[src/rtl/intr_context_seq.sv]
// Interrupt entry / RTI context sequencer.
// Pushes PC and CCR, fetches the vector, and pops them back on RTI.
module intr_context_seq #(
    parameter logic [31:0] VECTOR_ADDR = 32'h0000_0001
) (
    input  logic        clk,
    input  logic        rst_n,
    input  logic        irq,
    input  logic        rti_req,
    input  logic        boundary,
    input  logic [31:0] pc_in,
    input  logic [3:0]  ccr_in,
    input  logic [31:0] sp_in,
    output logic        mem_req,
    output logic        mem_we,
    output logic [31:0] mem_addr,
    output logic [31:0] mem_wdata,
    input  logic [31:0] mem_rdata,
    input  logic        mem_ack,
    output logic        sp_dec,
    output logic        sp_inc,
    output logic        stall,
    output logic        pc_load,
    output logic [31:0] pc_load_val,
    output logic        ccr_load_from_stack,
    output logic [3:0]  ccr_stack_flags,
    output logic        int_ack,
    output logic        int_active
);

    typedef enum logic [2:0] {
        S_IDLE,
        S_PUSH_PC,
        S_PUSH_CCR,
        S_FETCH_VEC,
        S_POP_CCR,
        S_POP_PC,
        S_DONE
    } state_e;

    state_e      state_q, state_d;
    logic        int_active_q, int_active_d;
    logic        rti_q, rti_d;
    logic        first_q, first_d;
    logic [31:0] pc_lat_q, pc_lat_d;
    logic [3:0]  ccr_lat_q, ccr_lat_d;
    logic [31:0] target_q, target_d;
    logic [3:0]  flags_q, flags_d;
    logic [31:0] sp_lat_q, sp_lat_d;
    logic [31:0] sp_cur;

    // SP is taken live in a state's first cycle, then held for its wait cycles
    assign sp_cur   = first_q ? sp_in : sp_lat_q;
    assign sp_lat_d = sp_cur;
    assign first_d  = (state_d != state_q);

    assign int_active      = int_active_q;
    assign ccr_stack_flags = flags_q;

    always_ff @(posedge clk or negedge rst_n) begin
        if (!rst_n) begin
            state_q      <= S_IDLE;
            int_active_q <= 1'b0;
            rti_q        <= 1'b0;
            first_q      <= 1'b0;
            pc_lat_q     <= 32'h0;
            ccr_lat_q    <= 4'h0;
            target_q     <= 32'h0;
            flags_q      <= 4'h0;
            sp_lat_q     <= 32'h0;
        end else begin
            state_q      <= state_d;
            int_active_q <= int_active_d;
            rti_q        <= rti_d;
            first_q      <= first_d;
            pc_lat_q     <= pc_lat_d;
            ccr_lat_q    <= ccr_lat_d;
            target_q     <= target_d;
            flags_q      <= flags_d;
            sp_lat_q     <= sp_lat_d;
        end
    end

    always_comb begin
        state_d             = state_q;
        int_active_d        = int_active_q;
        rti_d               = rti_q;
        pc_lat_d            = pc_lat_q;
        ccr_lat_d           = ccr_lat_q;
        target_d            = target_q;
        flags_d             = flags_q;
        mem_req             = 1'b0;
        mem_we              = 1'b0;
        mem_addr            = 32'h0;
        mem_wdata           = 32'h0;
        sp_dec              = 1'b0;
        sp_inc              = 1'b0;
        stall               = 1'b1;
        pc_load             = 1'b0;
        pc_load_val         = 32'h0;
        ccr_load_from_stack = 1'b0;
        int_ack             = 1'b0;

        unique case (state_q)
            S_IDLE: begin
                stall = 1'b0;
                // RTI wins; a pending irq waits for a later boundary
                if (rti_req) begin
                    state_d = S_POP_CCR;
                    rti_d   = 1'b1;
                end else if (irq && boundary && !int_active_q) begin
                    state_d      = S_PUSH_PC;
                    rti_d        = 1'b0;
                    int_active_d = 1'b1;
                    pc_lat_d     = pc_in;
                    ccr_lat_d    = ccr_in;
                end
            end
            S_PUSH_PC: begin
                mem_req   = 1'b1;
                mem_we    = 1'b1;
                mem_addr  = sp_cur;
                mem_wdata = pc_lat_q;
                if (mem_ack) begin
                    sp_dec  = 1'b1;
                    state_d = S_PUSH_CCR;
                end
            end
            S_PUSH_CCR: begin
                mem_req   = 1'b1;
                mem_we    = 1'b1;
                mem_addr  = sp_cur;
                mem_wdata = {28'h0, ccr_lat_q};
                if (mem_ack) begin
                    sp_dec  = 1'b1;
                    state_d = S_FETCH_VEC;
                end
            end
            S_FETCH_VEC: begin
                mem_req  = 1'b1;
                mem_addr = VECTOR_ADDR;
                if (mem_ack) begin
                    target_d = mem_rdata;
                    state_d  = S_DONE;
                end
            end
            S_POP_CCR: begin
                mem_req  = 1'b1;
                mem_addr = sp_cur + 32'h1;
                if (mem_ack) begin
                    sp_inc  = 1'b1;
                    flags_d = mem_rdata[3:0];
                    state_d = S_POP_PC;
                end
            end
            S_POP_PC: begin
                mem_req  = 1'b1;
                mem_addr = sp_cur + 32'h1;
                if (mem_ack) begin
                    sp_inc   = 1'b1;
                    target_d = mem_rdata;
                    state_d  = S_DONE;
                end
            end
            S_DONE: begin
                pc_load     = 1'b1;
                pc_load_val = target_q;
                if (rti_q) begin
                    ccr_load_from_stack = 1'b1;
                    int_active_d        = 1'b0;
                end else begin
                    int_ack = 1'b1;
                end
                state_d = S_IDLE;
            end
            default: begin
                state_d = S_IDLE;
            end
        endcase
    end

endmodule

[config.mk]
export PLATFORM = sky130hd
export DESIGN_NAME = intr_context_seq
export DESIGN_NICKNAME = d
export VERILOG_FILES = /design/src/rtl/intr_context_seq.sv
export SDC_FILE = /design/constraint.sdc
export NUM_CORES = 1
export LEC_CHECK = 0
export ABC_CLOCK_PERIOD_IN_PS = 3100
export BUFFER_PORTS_ARGS = -buffer_cell sky130_fd_sc_hd__clkbuf_2
export CAP_MARGIN = 10
export CORE_MARGIN = 1.5
export CORE_UTILIZATION = 46
export CTS_CLUSTER_DIAMETER = 50
export DETAILED_ROUTE_END_ITERATION = 7
export PLACE_DENSITY = 0.75
export SLEW_MARGIN = 20
export SYNTH_ARGS = -nofsm -noshare
export SYNTH_HDL_FRONTEND = slang
export SYNTH_SLANG_ARGS = --single-unit
export TNS_END_PERCENT = 20
[constraint.sdc]
create_clock -name clk -period 3.1 [get_ports clk]
set_input_delay 0.155 -clock clk [delete_from_list [all_inputs] [get_ports clk]]
set_output_delay 0.155 -clock clk [all_outputs]
set_load 0.03 [all_outputs]
==> run_results.csv <==
group,metric,value,unit
outcome,status,"completed",
timing,clock_skew,0.005224,ns
routing,drc_errors,0,
grt,grt_pass1_vias,5422,
die,die_h,118.9,um
grt,antenna_found_initial,0,
routing,avgViaCountPerCell,5.587,
worst_setup_path,setup.worst_path.start,"first_q$_DFF_PN0_",
pwr,power_density,1048,mW/mm^2
worst_setup_path,critPathLaunchType,"register",
synthesis,async_reset_ff_share,100.0,%
synthesis,syn-num-nets,670,
flow_run,maxCapViolations,0,
min_path,min_from,"pc_in[23]",
placement,gp_congestion,0.8789,
worst_setup_path,crit_family,"simple AND/OR/NAND/NOR gates",
worst_setup_path,worstPathCellList,"buf_4 > buf_16 > nand3b_1 > a222oi_1 > nand3_1 > or4_4 > a32o_1 > buf_4",
grt,track_usage,22.89,%
synthesis,ys_seq_area_share,44.53,%
die,start_util,46.86,%
routing,drt-pass1-iter-count,5,
finish,nets,887,
die,rows,42,
worst_setup_path,ff2ff_path_depth,6,
routing,wire_per_inst,17.17,um
min_path,hold_depth,2,
timing,fmax,0.3268,GHz
cts,clock_latency,0.36,ns
routing,routed_wl,16470,um
cts,cts_tree,"built",
finish,fin_util,60.31,%
placement,hpwl,11770,um
timing,slew_viol_final,0,
cts,clock_path_buffers,2,
die,die_x,118.9,um
cts,clk_pin_slew,0.08,ns
worst_setup_path,crit_fanout,31,
timing,slew_headroom,40.41,%
grt,grt_pass1_wl,26080,um
routing,vias,5358,
timing,hold_viol_final,0,
die,ios,215,
finish,insertedDiodeCount,0,
worst_setup_path,end_kind,"output port",
synthesis,ys_types,64,
cts,cts_root_buf,"clkbuf_16",
min_path,holdCritPathClass,"input pin to register",
cts,cts_num_sinks,110,
worst_setup_path,crit_buf_inv,3,
cts,cts_buffers,9,
pwr,cellLeakagePower,3.886,nW
min_path,min_to,"pc_lat_q[23]$_DFFE_PN0P_",
pwr,peakVddDrop,593.0,uV
cts,htreeDepth,3,
routing,postRouteAntennaNets,0,
synthesis,synthCells,561,
grt,grt-ovfl-total,0,
timing,min_period,3.060,ns
synthesis,synth_warnings,0,
synthesis,synth_edf_count,0,
timing,worstMarginPinSlew,0.8938,ns
finish,post-route-cell-area,0.007955,mm^2
finish,syn_to_final_growth,28.70,%
worst_setup_path,slowest_stage,"or4_4",
timing,rsz0062_at_grt,"true",
worst_setup_path,path_common_cell,"buf_4",
worst_setup_path,r2r_end,"first_q$_DFF_PN0_",
timing,setup_violations,0,
grt,grt_max_degree,69,
die,die_area,0.01414,mm^2
timing,period_share,98.72,%
placement,port_buffers,214,
worst_setup_path,r2r_start,"state_q[2]$_DFF_PN0_",
worst_setup_path,cp.arrival,2.91,ns
placement,placedInstanceArea,0.007438,mm^2
synthesis,avgSynthCellArea,11.02,um^2
worst_setup_path,critPathKind,"register to output port",
worst_setup_path,rrSetupSlack,0.98,ns
worst_setup_path,crit_required,2.94,ns
worst_setup_path,max_stage_delay,0.50,ns
synthesis,ys_seq_elements,110,
finish,drive_gt1_share,47.13,%
synthesis,syn_area,0.006181,mm^2
synthesis,ys.flop_type,"dfrtp_1",
routing,drtIter0Drc,400,
die,core_area,0.01319,mm^2
## stage by stage
| step | power (mW) | hold WS, ns | setup WS [ns] | TNS, ns | std cells |
|---|---|---|---|---|---|
| floorplan | 5.777 | -0.1406 | -0.1490 | -0.3362 | 561 |
| CTS | 8.241 | 0.006053 | -0.01336 | -0.01573 | 954 |
| global placement | 6.801 | 0.3096 | 0.3610 | 0 | 934 |
| finish | 8.334 | 0.01517 | 0.03972 | 0 | 959 |
| global route | 8.810 | 0.004867 | -0.04860 | -0.1235 | 959 |
| detailed placement | 6.928 | 0.3273 | 0.3228 | 0 | 934 |
## cells by family after synthesis
kind of cell	synth area share [%]
AO/OA/AOI/OAI	10.10
AND/OR/NAND/NOR	18.77
flip-flops	44.53
XOR/XNOR	2.409
adder cells (fa/ha/maj)	0.7693
multiplexers	18.34
buffers and inverters	5.081
## cell usage in the layout, fill, tap and decap left out, types with 3 or more instances in the layout
cell type / n
o21ai_0: 7
nor2b_1: 5
nand4_1: 14
nor2_1: 10
dfrtp_1: 109
o22ai_1: 15
clkbuf_2: 208
a32o_1: 8
nor3_1: 7
o21a_1: 4
mux2i_1: 20
buf_4: 21
o31ai_1: 3
mux2_2: 80
a22oi_2: 4
nand2_1: 20
a22oi_1: 7
a21oi_1: 12
and2_1: 65
inv_8: 3
nand3b_1: 11
xnor2_1: 14
xor2_1: 3
inv_1: 28
nand3_1: 20
o32ai_2: 4
and3_1: 4
a31o_2: 5
clkbuf_16: 10
## registers in the layout, summed over array words and instances (netlist names)
register / flops
pc_lat_q: 32
sp_lat_q: 32
target_q: 32
ccr_lat_q: 4
ccr_stack_flags: 4
state_q: 3
first_q: 1
int_active: 1
rti_q: 1
## repair_timing
| item | 4_1_cts | 5_1_grt |
|---|---|---|
| hold buffers | 1 | 0 |
| setup endpoints to repair | 3 | 15 |
| gates cloned | 0 | 1 |
| resized for setup | 8 | 19 |
| endpoints found under the hold margin | 67 | 0 |
| setup buffers | 3 | 4 |
| pin swaps | 3 | 8 |
## where the power goes
part	internal [mW]	switching, mW
combinational	1.79	2.76
sequential	2.11	0.453
clock	0.649	0.579
total	4.54	3.79
## cell type report
class	instances	area (um^2)
Sequential cell	110	2754
Tap cell	176	220.2
Clock buffer	9	225.2
Clock inverter	7	86.33
Timing Repair Buffer	238	1336
Fill cell	1113	5235
Multi-Input combinational cell	390	3224
Inverter	29	108.9
## routing by layer
metal	GRT usage (%)	wire length (um)
met1	27.22	6502
met3	8.190	1418
met5	0	0
met4	6.777	311
met2	39.03	8237
## worst max path at each step
stage               depth (start not counted)            to
global route                                9  mem_addr[17]
floorplan                                  12  mem_addr[18]
global placement                            9  mem_addr[24]
finish                                      8  mem_addr[30]
CTS                                         9  mem_addr[24]
detailed placement                          9  mem_addr[24]
## cells in the mapped netlist, types with 6 or more instances
master | count | area share [%]
nand3_1 | 20 | 1.6
o22ai_1 | 15 | 1.5
nand3b_1 | 11 | 1.3
nand2_1 | 20 | 1.2
buf_2 | 6 | 0.49
nor2_1 | 11 | 0.67
and2_1 | 65 | 6.6
a32o_1 | 8 | 1.3
nor3_1 | 7 | 0.57
inv_1 | 29 | 1.8
mux2i_1 | 21 | 3.4
a22oi_1 | 10 | 1.2
xnor2_1 | 14 | 2.0
mux2_2 | 81 | 15
clkbuf_1 | 18 | 1.1
nand4_1 | 14 | 1.4
dfrtp_1 | 110 | 45
o21ai_0 | 7 | 0.57
a21oi_1 | 12 | 0.97
No activity file was read; power rests on OpenSTA's default activity.
